<file path="config.mk">
export PLATFORM = sky130hd
export DESIGN_NAME = muldiv_sequencer
export DESIGN_NICKNAME = d
export VERILOG_FILES = /design/src/rtl/muldiv_sequencer.sv
export SDC_FILE = /design/constraint.sdc
export NUM_CORES = 1
export LEC_CHECK = 0
export ABC_AREA = 1
export BUFFER_PORTS_ARGS = -buffer_cell sky130_fd_sc_hd__buf_2
export CAP_MARGIN = 20
export CORE_MARGIN = 2
export CORE_UTILIZATION = 45
export CTS_CLUSTER_SIZE = 8
export DETAILED_ROUTE_END_ITERATION = 10
export GPL_ROUTABILITY_DRIVEN = 0
export SETUP_SLACK_MARGIN = 0.15
export SYNTH_ARGS = -nofsm -noshare
export SYNTH_HDL_FRONTEND = slang
export SYNTH_SLANG_ARGS = --single-unit
</file>
<file path="constraint.sdc">
create_clock -name clk -period 2.35 [get_ports clk]
set_input_delay 0.3525 -clock clk [delete_from_list [all_inputs] [get_ports clk]]
set_output_delay 0.3525 -clock clk [all_outputs]
set_load 0.01 [all_outputs]
</file>
<file path="src/rtl/muldiv_sequencer.sv">
// Multi-cycle RV32M sequencer: shift-add multiply and restoring divide on operand
// magnitudes, then a single sign-fix cycle before presenting the result.
module muldiv_sequencer #(
    parameter int XLEN      = 32,
    parameter bit DIVZ_FAST = 1'b1
) (
    input  logic            clk,
    input  logic            rst,
    input  logic            start,
    input  logic [2:0]      funct3,
    input  logic [XLEN-1:0] op_a,
    input  logic [XLEN-1:0] op_b,
    input  logic            kill,
    output logic            busy,
    output logic            stall_o,
    output logic            done,
    output logic [XLEN-1:0] result
);

    localparam int CW = $clog2(XLEN) + 1;
    localparam logic [CW-1:0] LAST_ITER = CW'(XLEN - 1);

    typedef enum logic [2:0] {
        S_IDLE = 3'd0,
        S_MUL  = 3'd1,
        S_DIV  = 3'd2,
        S_FIX  = 3'd3,
        S_DONE = 3'd4
    } state_t;

    state_t              r_state;
    logic [2:0]          r_funct3;
    logic [XLEN-1:0]     r_mag_a;
    logic [XLEN-1:0]     r_mag_b;
    logic [2*XLEN-1:0]   r_prod;
    logic [XLEN-1:0]     r_quo;
    logic [XLEN-1:0]     r_rem;
    logic                r_neg_p;
    logic                r_neg_q;
    logic                r_neg_r;
    logic [CW-1:0]       r_cnt;
    logic                r_busy;
    logic                r_done;
    logic [XLEN-1:0]     r_result;

    function automatic logic [XLEN-1:0] neg_word(input logic [XLEN-1:0] v, input logic en);
        neg_word = en ? (~v + {{(XLEN-1){1'b0}}, 1'b1}) : v;
    endfunction

    function automatic logic [2*XLEN-1:0] neg_dword(input logic [2*XLEN-1:0] v, input logic en);
        neg_dword = en ? (~v + {{(2*XLEN-1){1'b0}}, 1'b1}) : v;
    endfunction

    logic                w_a_signed;
    logic                w_b_signed;
    logic                w_sa;
    logic                w_sb;
    logic                w_b_zero;
    logic [XLEN-1:0]     w_mag_a;
    logic [XLEN-1:0]     w_mag_b;
    logic [XLEN-1:0]     w_divz_res;
    logic [XLEN:0]       w_mul_sum;
    logic [2*XLEN-1:0]   w_mul_next;
    logic [XLEN:0]       w_div_trial;
    logic [XLEN:0]       w_div_diff;
    logic                w_div_ge;
    logic [XLEN-1:0]     w_rem_next;
    logic [XLEN-1:0]     w_quo_next;
    logic [2*XLEN-1:0]   w_prod_fix;
    logic [XLEN-1:0]     w_quo_fix;
    logic [XLEN-1:0]     w_rem_fix;
    logic [XLEN-1:0]     w_fix_sel;

    // Launch decode: operand signedness, magnitudes and the divide-by-zero shortcut value
    always_comb begin
        w_a_signed = (funct3 == 3'b001) || (funct3 == 3'b010) ||
                     (funct3 == 3'b100) || (funct3 == 3'b110);
        w_b_signed = (funct3 == 3'b001) || (funct3 == 3'b100) || (funct3 == 3'b110);
        w_sa       = w_a_signed & op_a[XLEN-1];
        w_sb       = w_b_signed & op_b[XLEN-1];
        w_b_zero   = (op_b == {XLEN{1'b0}});
        w_mag_a    = neg_word(op_a, w_sa);
        w_mag_b    = neg_word(op_b, w_sb);
        if (funct3[1]) begin
            w_divz_res = op_a;
        end else begin
            w_divz_res = {XLEN{1'b1}};
        end
    end

    // One shift-add step: multiplier sits in the low half and is consumed LSB first
    always_comb begin
        w_mul_sum  = {1'b0, r_prod[2*XLEN-1:XLEN]};
        if (r_prod[0]) begin
            w_mul_sum = {1'b0, r_prod[2*XLEN-1:XLEN]} + {1'b0, r_mag_a};
        end else begin
            w_mul_sum = {1'b0, r_prod[2*XLEN-1:XLEN]};
        end
        w_mul_next = {w_mul_sum, r_prod[XLEN-1:1]};
    end

    // One restoring-division step; the borrow bit of the trial subtract decides the quotient bit
    always_comb begin
        w_div_trial = {r_rem, r_quo[XLEN-1]};
        w_div_diff  = w_div_trial - {1'b0, r_mag_b};
        w_div_ge    = ~w_div_diff[XLEN];
        if (w_div_ge) begin
            w_rem_next = w_div_diff[XLEN-1:0];
        end else begin
            w_rem_next = w_div_trial[XLEN-1:0];
        end
        w_quo_next = {r_quo[XLEN-2:0], w_div_ge};
    end

    // Sign fix and output word selection
    always_comb begin
        w_prod_fix = neg_dword(r_prod, r_neg_p);
        w_quo_fix  = neg_word(r_quo, r_neg_q);
        w_rem_fix  = neg_word(r_rem, r_neg_r);
        w_fix_sel  = {XLEN{1'b0}};
        case (r_funct3)
            3'b000:                 w_fix_sel = w_prod_fix[XLEN-1:0];
            3'b001, 3'b010, 3'b011: w_fix_sel = w_prod_fix[2*XLEN-1:XLEN];
            3'b100, 3'b101:         w_fix_sel = w_quo_fix;
            3'b110, 3'b111:         w_fix_sel = w_rem_fix;
            default:                w_fix_sel = {XLEN{1'b0}};
        endcase
    end

    // Sequencer FSM with registered busy/done/result
    always_ff @(posedge clk) begin
        if (rst) begin
            r_state  <= S_IDLE;
            r_funct3 <= 3'd0;
            r_mag_a  <= {XLEN{1'b0}};
            r_mag_b  <= {XLEN{1'b0}};
            r_prod   <= {(2*XLEN){1'b0}};
            r_quo    <= {XLEN{1'b0}};
            r_rem    <= {XLEN{1'b0}};
            r_neg_p  <= 1'b0;
            r_neg_q  <= 1'b0;
            r_neg_r  <= 1'b0;
            r_cnt    <= {CW{1'b0}};
            r_busy   <= 1'b0;
            r_done   <= 1'b0;
            r_result <= {XLEN{1'b0}};
        end else begin
            r_done <= 1'b0;
            case (r_state)
                S_IDLE: begin
                    if (start && !kill) begin
                        r_funct3 <= funct3;
                        r_mag_a  <= w_mag_a;
                        r_mag_b  <= w_mag_b;
                        r_prod   <= {{XLEN{1'b0}}, w_mag_b};
                        r_quo    <= w_mag_a;
                        r_rem    <= {XLEN{1'b0}};
                        r_neg_p  <= w_sa ^ w_sb;
                        // A zero divisor keeps the all-ones quotient unsigned
                        r_neg_q  <= (w_sa ^ w_sb) & ~w_b_zero;
                        r_neg_r  <= w_sa;
                        r_cnt    <= {CW{1'b0}};
                        if (!funct3[2]) begin
                            r_state <= S_MUL;
                            r_busy  <= 1'b1;
                        end else if (w_b_zero && DIVZ_FAST) begin
                            r_state  <= S_DONE;
                            r_done   <= 1'b1;
                            r_result <= w_divz_res;
                        end else begin
                            r_state <= S_DIV;
                            r_busy  <= 1'b1;
                        end
                    end else begin
                        r_state <= S_IDLE;
                    end
                end
                S_MUL: begin
                    if (kill) begin
                        r_state <= S_IDLE;
                        r_busy  <= 1'b0;
                    end else begin
                        r_prod <= w_mul_next;
                        r_cnt  <= r_cnt + {{(CW-1){1'b0}}, 1'b1};
                        if (r_cnt == LAST_ITER) begin
                            r_state <= S_FIX;
                        end else begin
                            r_state <= S_MUL;
                        end
                    end
                end
                S_DIV: begin
                    if (kill) begin
                        r_state <= S_IDLE;
                        r_busy  <= 1'b0;
                    end else begin
                        r_quo <= w_quo_next;
                        r_rem <= w_rem_next;
                        r_cnt <= r_cnt + {{(CW-1){1'b0}}, 1'b1};
                        if (r_cnt == LAST_ITER) begin
                            r_state <= S_FIX;
                        end else begin
                            r_state <= S_DIV;
                        end
                    end
                end
                S_FIX: begin
                    r_busy <= 1'b0;
                    if (kill) begin
                        r_state <= S_IDLE;
                    end else begin
                        r_result <= w_fix_sel;
                        r_done   <= 1'b1;
                        r_state  <= S_DONE;
                    end
                end
                S_DONE: begin
                    r_state <= S_IDLE;
                end
                default: begin
                    r_state <= S_IDLE;
                    r_busy  <= 1'b0;
                end
            endcase
        end
    end

    assign busy    = r_busy;
    assign done    = r_done;
    assign result  = r_result;
    assign stall_o = (start & ~kill & (r_state == S_IDLE)) | r_busy;

endmodule

</file>
==> results of run 1 <==
-- cell type report --
| cell class | count | area [um^2] | area share (%) |
|---|---|---|---|
| Multi-Input combinational cell | 2844 | 14800 | 56.7 |
| Inverter | 513 | 1940 | 7.41 |
| Tap cell | 607 | 759 | 2.90 |
| Clock buffer | 45 | 1020 | 3.90 |
| Timing Repair Buffer | 365 | 2690 | 10.3 |
| Timing Repair inverter | 1 | 7.51 | 0.0287 |
| Clock inverter | 3 | 43.8 | 0.167 |
| Sequential cell | 241 | 4860 | 18.6 |
-- final timing paths --
path | startpoint | end | slack [ns] | depth (start not counted)
hold / removal | op_b[25] | r_prod[25] | 0.14 | 4
hold reg to reg | result[18] | result[18] | 0.47 | 2
setup reg to reg | r_mag_b[26] | r_rem[1] | 0.06 | 15
setup / recovery | r_mag_b[26] | r_rem[1] | 0.06 | 15
-- metal layers --
metal	wire [um]	track usage, %
met3	9290	8.66
met1	39100	48.6
met2	39900	56.1
met5	40	0
met4	3380	12.5
-- logic make-up (layout without fill, tap and decap cells) --
logic type / after synthesis / after routing / synth area share, %
flops: 241 / 241 / 22.7
xor+xnor: 45 / 45 / 1.85
fa+ha+maj: 72 / 72 / 4.30
simple gates: 1967 / 1967 / 39.4
compound gates: 760 / 760 / 19.8
buf+inv: 648 / 927 / 11.9
-- critical path: stages, from the launching register on --
cell and delay, ns:
dfxtp_1 0.30, inv_1 0.11, ha_1 0.34, nand2_2 0.07, nor2_1 0.22, nand2_2 0.13, nor3_4 0.19, nand2_4 0.11
nand2_4 0.09, nand2_4 0.07, nand2_4 0.11, buf_6 0.11, buf_12 0.13, nand2_4 0.05, nand3_2 0.06, a21oi_2 0.05
-- power groups by stage --
stage / Clock, uW / Sequential (uW) / Combinational (uW)
floorplan: 0 / 4490 / 2160
global placement: 0 / 4580 / 3350
detailed placement: 0 / 4580 / 3360
CTS: 5190 / 4500 / 3430
global route: 5350 / 4530 / 4030
finish: 5160 / 4520 / 3690
-- what timing repair did --
item                       CTS  global route
setup buffers               11             7
setup endpoints to repair   52            92
hold buffers                 0             0
pin swaps                   11            49
gates cloned                 1             2
gates resized for setup     55           222
-- per-stage QoR --
step / util [%] / setup TNS, ns / hold WS [ns]
after floorplan: - / 0 / 0.443
after global placement: 51.3 / -0.136 / 0.454
after detailed placement: 51.3 / -0.143 / 0.455
after CTS: 54.3 / 0 / 0.130
after global routing: 56.0 / -1.07 / 0.179
final: 56.0 / 0 / 0.141
-- Yosys cell counts, types with 26 or more instances --
library cell / count
a21oi_1: 362
nand3_1: 380
buf_2: 26
nand2_1: 1014
nor2_1: 405
ha_1: 70
dfxtp_1: 241
nand3b_1: 26
o211ai_1: 47
inv_1: 500
nand4_1: 48
clkbuf_1: 88
nor3_1: 32
o21ai_0: 246
-- registers in the layout (all words and copies together) (netlist names) --
signal and flops:
r_quo 32, result 32, r_neg_p 1, r_rem 32, done 1, r_prod 64, r_funct3 3, r_neg_q 1
r_cnt 6, r_neg_r 1, r_mag_b 32, r_mag_a 32, r_state 3, busy 1
==> results by group, run 1 <==
Detailed routing
  • Final WL: 91700 um
  • Antenna Violating Nets Remaining: 0
  • Drt initial violations: 3209
  • Total iterations of the first detailed-routing run: 11
  • WL/cell: 19.9 um
  • Vias per inst: 5.69
  • Total number of vias: 26300
  • Drc violations: 4

Layout
  • Final std cells w/o fill: 4619
  • Fill count: 4955
  • Commonest non-fill, non-tap cell in the layout: nand2_1
  • Layout area overhead: 22.9%
  • Diode count: 0
  • Layout cell share with drive strength beyond 1: 17.8%
  • Most frequent cells in the layout: nand2_1, inv_1, nor2_1
  • Nets: 4146
  • Final instance area: 26100 um^2

Clocking
  • Clock latency on the worst-skew pair: 0.56 ns
  • TritonCTS clock tree: yes
  • Clock Path Buffers: 3
  • CTS root buffer: clkbuf_16
  • CTS buffer count: 37
  • H-tree levels: 2
  • Clock sinks: 241
  • Worst-path clk slew: 0.05 ns

Floorplan
  • Die X: 221 um
  • Core Region: 46700 um^2
  • Rows: 79
  • Die Y: 221 um
  • Initial Util: 45.6%
  • Top-Level Pins: 106
  • Die area: 49000 um^2

Synth
  • Top post-synthesis cells by area: dfxtp_1, nand2_1, nand3_1
  • Yosys warnings: 0
  • Register bit total from synthesis: 241
  • Synth Instances: 3733
  • Syn Nets: 3876
  • Netlist Area Pre-Place: 21300 um^2
  • Synth Flop Type: dfxtp_1
  • Async S/R FF share, synth: 0%
  • EDFF count, synth: 0
  • Netlist cell types: 53
  • Area leader, netlist: dfxtp_1
  • Avg Inst Size Synth: 5.70 um^2
  • Share of the synthesized area in the top cell type: 22.7%
  • Seq/Total Area, Yosys: 22.7%

GRT
  • Initial antenna violation count: 1
  • Largest net degree at the start of global routing: 79
  • Vias in the first global route: 23900
  • Total track usage: 36.0%
  • First-pass GRT wire length: 138000 um
  • GR Overflow Total: 0

Critical path
  • Critical Path Start Type: flop
  • Largest fanout on the critical path: 7
  • CP arrival: 2.71 ns
  • Setup crit end kind: flop
  • Required time worst endpoint: 2.76 ns
  • Critical path class: reg2reg

Timing
  • Final min period: 2.29 ns
  • Final setup vio count: 0
  • Unrepaired setup endpoints after global routing: true
  • Final Hold Vio Count: 0
  • Layout Skew: 0.0268 ns
  • Max Fclk: 0.436 GHz
  • Final Cycle Share: 97.5%
  • Max_slew headroom: 54.2%
  • Worst Tran Pin Value: 0.686 ns
  • Final Max Slew Viols: 0
  • PnR worst setup slack: 0.0576 ns

Placement
  • Placed cell count: 4550
  • Post-Place Setup Slack: -0.0436 ns
  • Final HPWL DP: 73000 um
  • Input/output buffers: 105
  • Area after DPL: 23900 um^2

Power
  • P_sw: 4750 uW
  • Combinational power share: 27.6%
  • Overall power: 13400 uW
  • Cell leakage power: 0.0131 uW
  • Power Density: 511 nW/um^2
  • Maximum vdd drop: 438 uV
  • Clock group share of total power: 38.6%
  • Sequential share of power: 33.8%
  • Pint: 8630 uW
  • Switch share: 35.5%

Outcome
  • Status: finished, violations left
  • Failing checks: design-rule violations

Job
  • Max cap viols: 0

Min path
  • Worst hold path class: in2reg
(Power assumes the default switching activity.)
==> run 2: changes to the inputs <==
--- a/config.mk
+++ b/config.mk
@@ -8,11 +8,13 @@
 export ABC_AREA = 1
 export BUFFER_PORTS_ARGS = -buffer_cell sky130_fd_sc_hd__buf_2
 export CAP_MARGIN = 20
+export CORE_ASPECT_RATIO = 1.4
 export CORE_MARGIN = 2
 export CORE_UTILIZATION = 45
 export CTS_CLUSTER_SIZE = 8
 export DETAILED_ROUTE_END_ITERATION = 10
 export GPL_ROUTABILITY_DRIVEN = 0
+export MAX_ROUTING_LAYER = met4
 export SETUP_SLACK_MARGIN = 0.15
 export SYNTH_ARGS = -nofsm -noshare
 export SYNTH_HDL_FRONTEND = slang
==> results by group, run 2 (synthesis gave the netlist of run 1 again) <==
Floorplan
  • Rows: 94
  • Top-Level Pins: 106
  • Die X: 188 um
  • Core Region: 46800 um^2
  • Die Y: 261 um
  • Die area: 49100 um^2
  • Initial Util: 45.5%

Critical path
  • Critical Path Start Type: flop
  • Setup crit end kind: flop
  • Top cell by count, worst path: nand2_8
  • CP Cell Sequence: inv_2 > ha_4 > fa_2 > inv_2 > nand3_2 > nand2_2 > nand2_2 > nand2_2 > nand2_4 > nand2_4 > nand2_8 > nand2_8 > nand2_8 > nand2_8 > buf_12 > buf_16 > nand2_4 > nand3_2 > a21oi_2
  • Worst R2R Setup Slack: 0.006 ns
  • Required time worst endpoint: 2.79 ns
  • Crit-path slowest cell: fa_2
  • CP top delay family: simple AND/OR/NAND/NOR gates
  • Crit path largest cell delay: 0.36 ns
  • Reg-to-Reg Start: r_quo[31]
  • CP Depth: 19
  • CP arrival: 2.79 ns
  • CP bufs+invs: 4
  • R2r worst-path depth: 19
  • R2R Path End: r_rem[24]
  • Largest fanout on the critical path: 5
  • Critical path class: reg2reg

Placement
  • Placed cell count: 4598
  • Input/output buffers: 105
  • Final HPWL DP: 74500 um
  • Area after DPL: 24300 um^2

Clocking
  • CTS buffer count: 36
  • Clock Path Buffers: 3
  • CTS root buffer: clkbuf_16
  • Clock sinks: 241
  • Worst-path clk slew: 0.07 ns
  • H-tree levels: 2
  • TritonCTS clock tree: yes
  • Clock latency on the worst-skew pair: 0.58 ns

GRT
  • GR Overflow Total: 0
  • Vias in the first global route: 24300
  • Largest net degree at the start of global routing: 77
  • First-pass GRT wire length: 140000 um
  • Total track usage: 38.5%
  • Initial antenna violation count: 2

Min path
  • Hold path cells: 4
  • Hold EP: r_prod[24]
  • Worst hold path class: in2reg
  • Min-delay src: op_b[24]

Timing
  • Final min period: 2.34 ns
  • Final Max Slew Viols: 0
  • Layout Skew: 0.0394 ns
  • Max Fclk: 0.427 GHz
  • Final setup vio count: 0
  • Unrepaired setup endpoints after global routing: true
  • Max_slew headroom: 48.1%
  • Final Hold Vio Count: 0
  • Fin Hold WS: 0.181 ns
  • Worst Tran Pin Value: 0.777 ns
  • Final Cycle Share: 99.8%

Detailed routing
  • Drc violations: 0
  • Drt initial violations: 2212
  • Vias per inst: 5.59
  • Total iterations of the first detailed-routing run: 8
  • WL/cell: 20.4 um
  • Antenna Violating Nets Remaining: 0
  • Final WL: 95400 um
  • Total number of vias: 26100

Power
  • Maximum vdd drop: 433 uV
  • Overall power: 13400 uW
  • Cell leakage power: 0.0134 uW
  • Power Density: 497 nW/um^2

Layout
  • Commonest non-fill, non-tap cell in the layout: nand2_1
  • Final design utilization: 57.4%
  • Final std cells w/o fill: 4666
  • Final instance area: 26900 um^2
  • Layout area overhead: 26.3%
  • Fill count: 4911
  • Nets: 4180
  • Max reg flops: 64
  • Most frequent cells in the layout: nand2_1, inv_1, nor2_1
  • Largest register by flop count: r_prod
  • Layout cell share with drive strength beyond 1: 20.3%

Outcome
  • Status: completed

Job
  • Max cap viols: 0
[run 2: cell count changes in the layout (fill, tap and decap cells not counted), moves of 12 or more]
cell | before | now
nor2_1 | 365 | 348
nand3_1 | 354 | 339
dfxtp_2 | 25 | 37
dfxtp_1 | 215 | 202
inv_2 | 27 | 39
nor2_2 | 36 | 48
buf_4 | 241 | 262
[run 2: metrics by stage]
step | setup WS, ns | TNS (ns)
after global placement | -0.0957 | -0.326
after floorplan | 0.165 | 0
after detailed placement | -0.0863 | -0.807
final | 0.00552 | 0
after global routing | -0.0577 | -0.367
after CTS | 0.0682 | 0
[run 2: layout make-up]
cell class	count	area [um^2]	share of cell area, %
inverters	513	1930	7.20
diodes	2	5.00	0.0186
clock inverters	4	83.8	0.312
repair buffers	398	3050	11.4
well taps	624	781	2.90
clock buffers	37	915	3.40
flip-flops and latches	241	4880	18.1
repair inverters	1	7.51	0.0279
multi-input cells	2846	15200	56.6
[run 2: worst max-delay path by stage]
stage | startpoint | end | slack, ns
after floorplan | r_quo[31] | r_rem[19] | 0.16
after global placement | funct3[1] | r_prod[1] | -0.1
after detailed placement | funct3[1] | r_prod[1] | -0.09
after CTS | r_quo[31] | r_rem[27] | 0.07
after global routing | r_quo[31] | r_rem[24] | -0.06
final | r_quo[31] | r_rem[24] | 0.006
[run 2: report_power, final]
group          internal (uW)  switching [uW]
sequential              4290             255
clock                   2780            2140
combinational           1350            2560
total                   8420            4950
[run 2: worst register-to-register path, cell delays in order, from the launching register on]
cell and delay, ns:
dfxtp_2 0.34, inv_2 0.05, ha_4 0.16, fa_2 0.36
inv_2 0.07, nand3_2 0.06, nand2_2 0.08, nand2_2 0.05
nand2_2 0.09, nand2_4 0.06, nand2_4 0.10, nand2_8 0.08
nand2_8 0.12, nand2_8 0.07, nand2_8 0.12, buf_12 0.11
buf_16 0.12, nand2_4 0.05, nand3_2 0.07, a21oi_2 0.05
[run 2: timing repair]
| action | 4_1_cts | 5_1_grt |
|---|---|---|
| endpoints found under the setup margin | 64 | 89 |
| resized for setup | 103 | 267 |
| setup buffers | 6 | 14 |
| cloned | 2 | 3 |
| pin swaps | 26 | 49 |
| hold buffers | 0 | 0 |
[run 2: layer usage]
metal	wire length (um)	global-route usage (%)	up-vias
met5	0	-	-
met4	10800	35.2	0
met3	6240	5.21	393
met2	42900	61.7	1089
met1	35400	41.5	11800
li1	-	-	12800
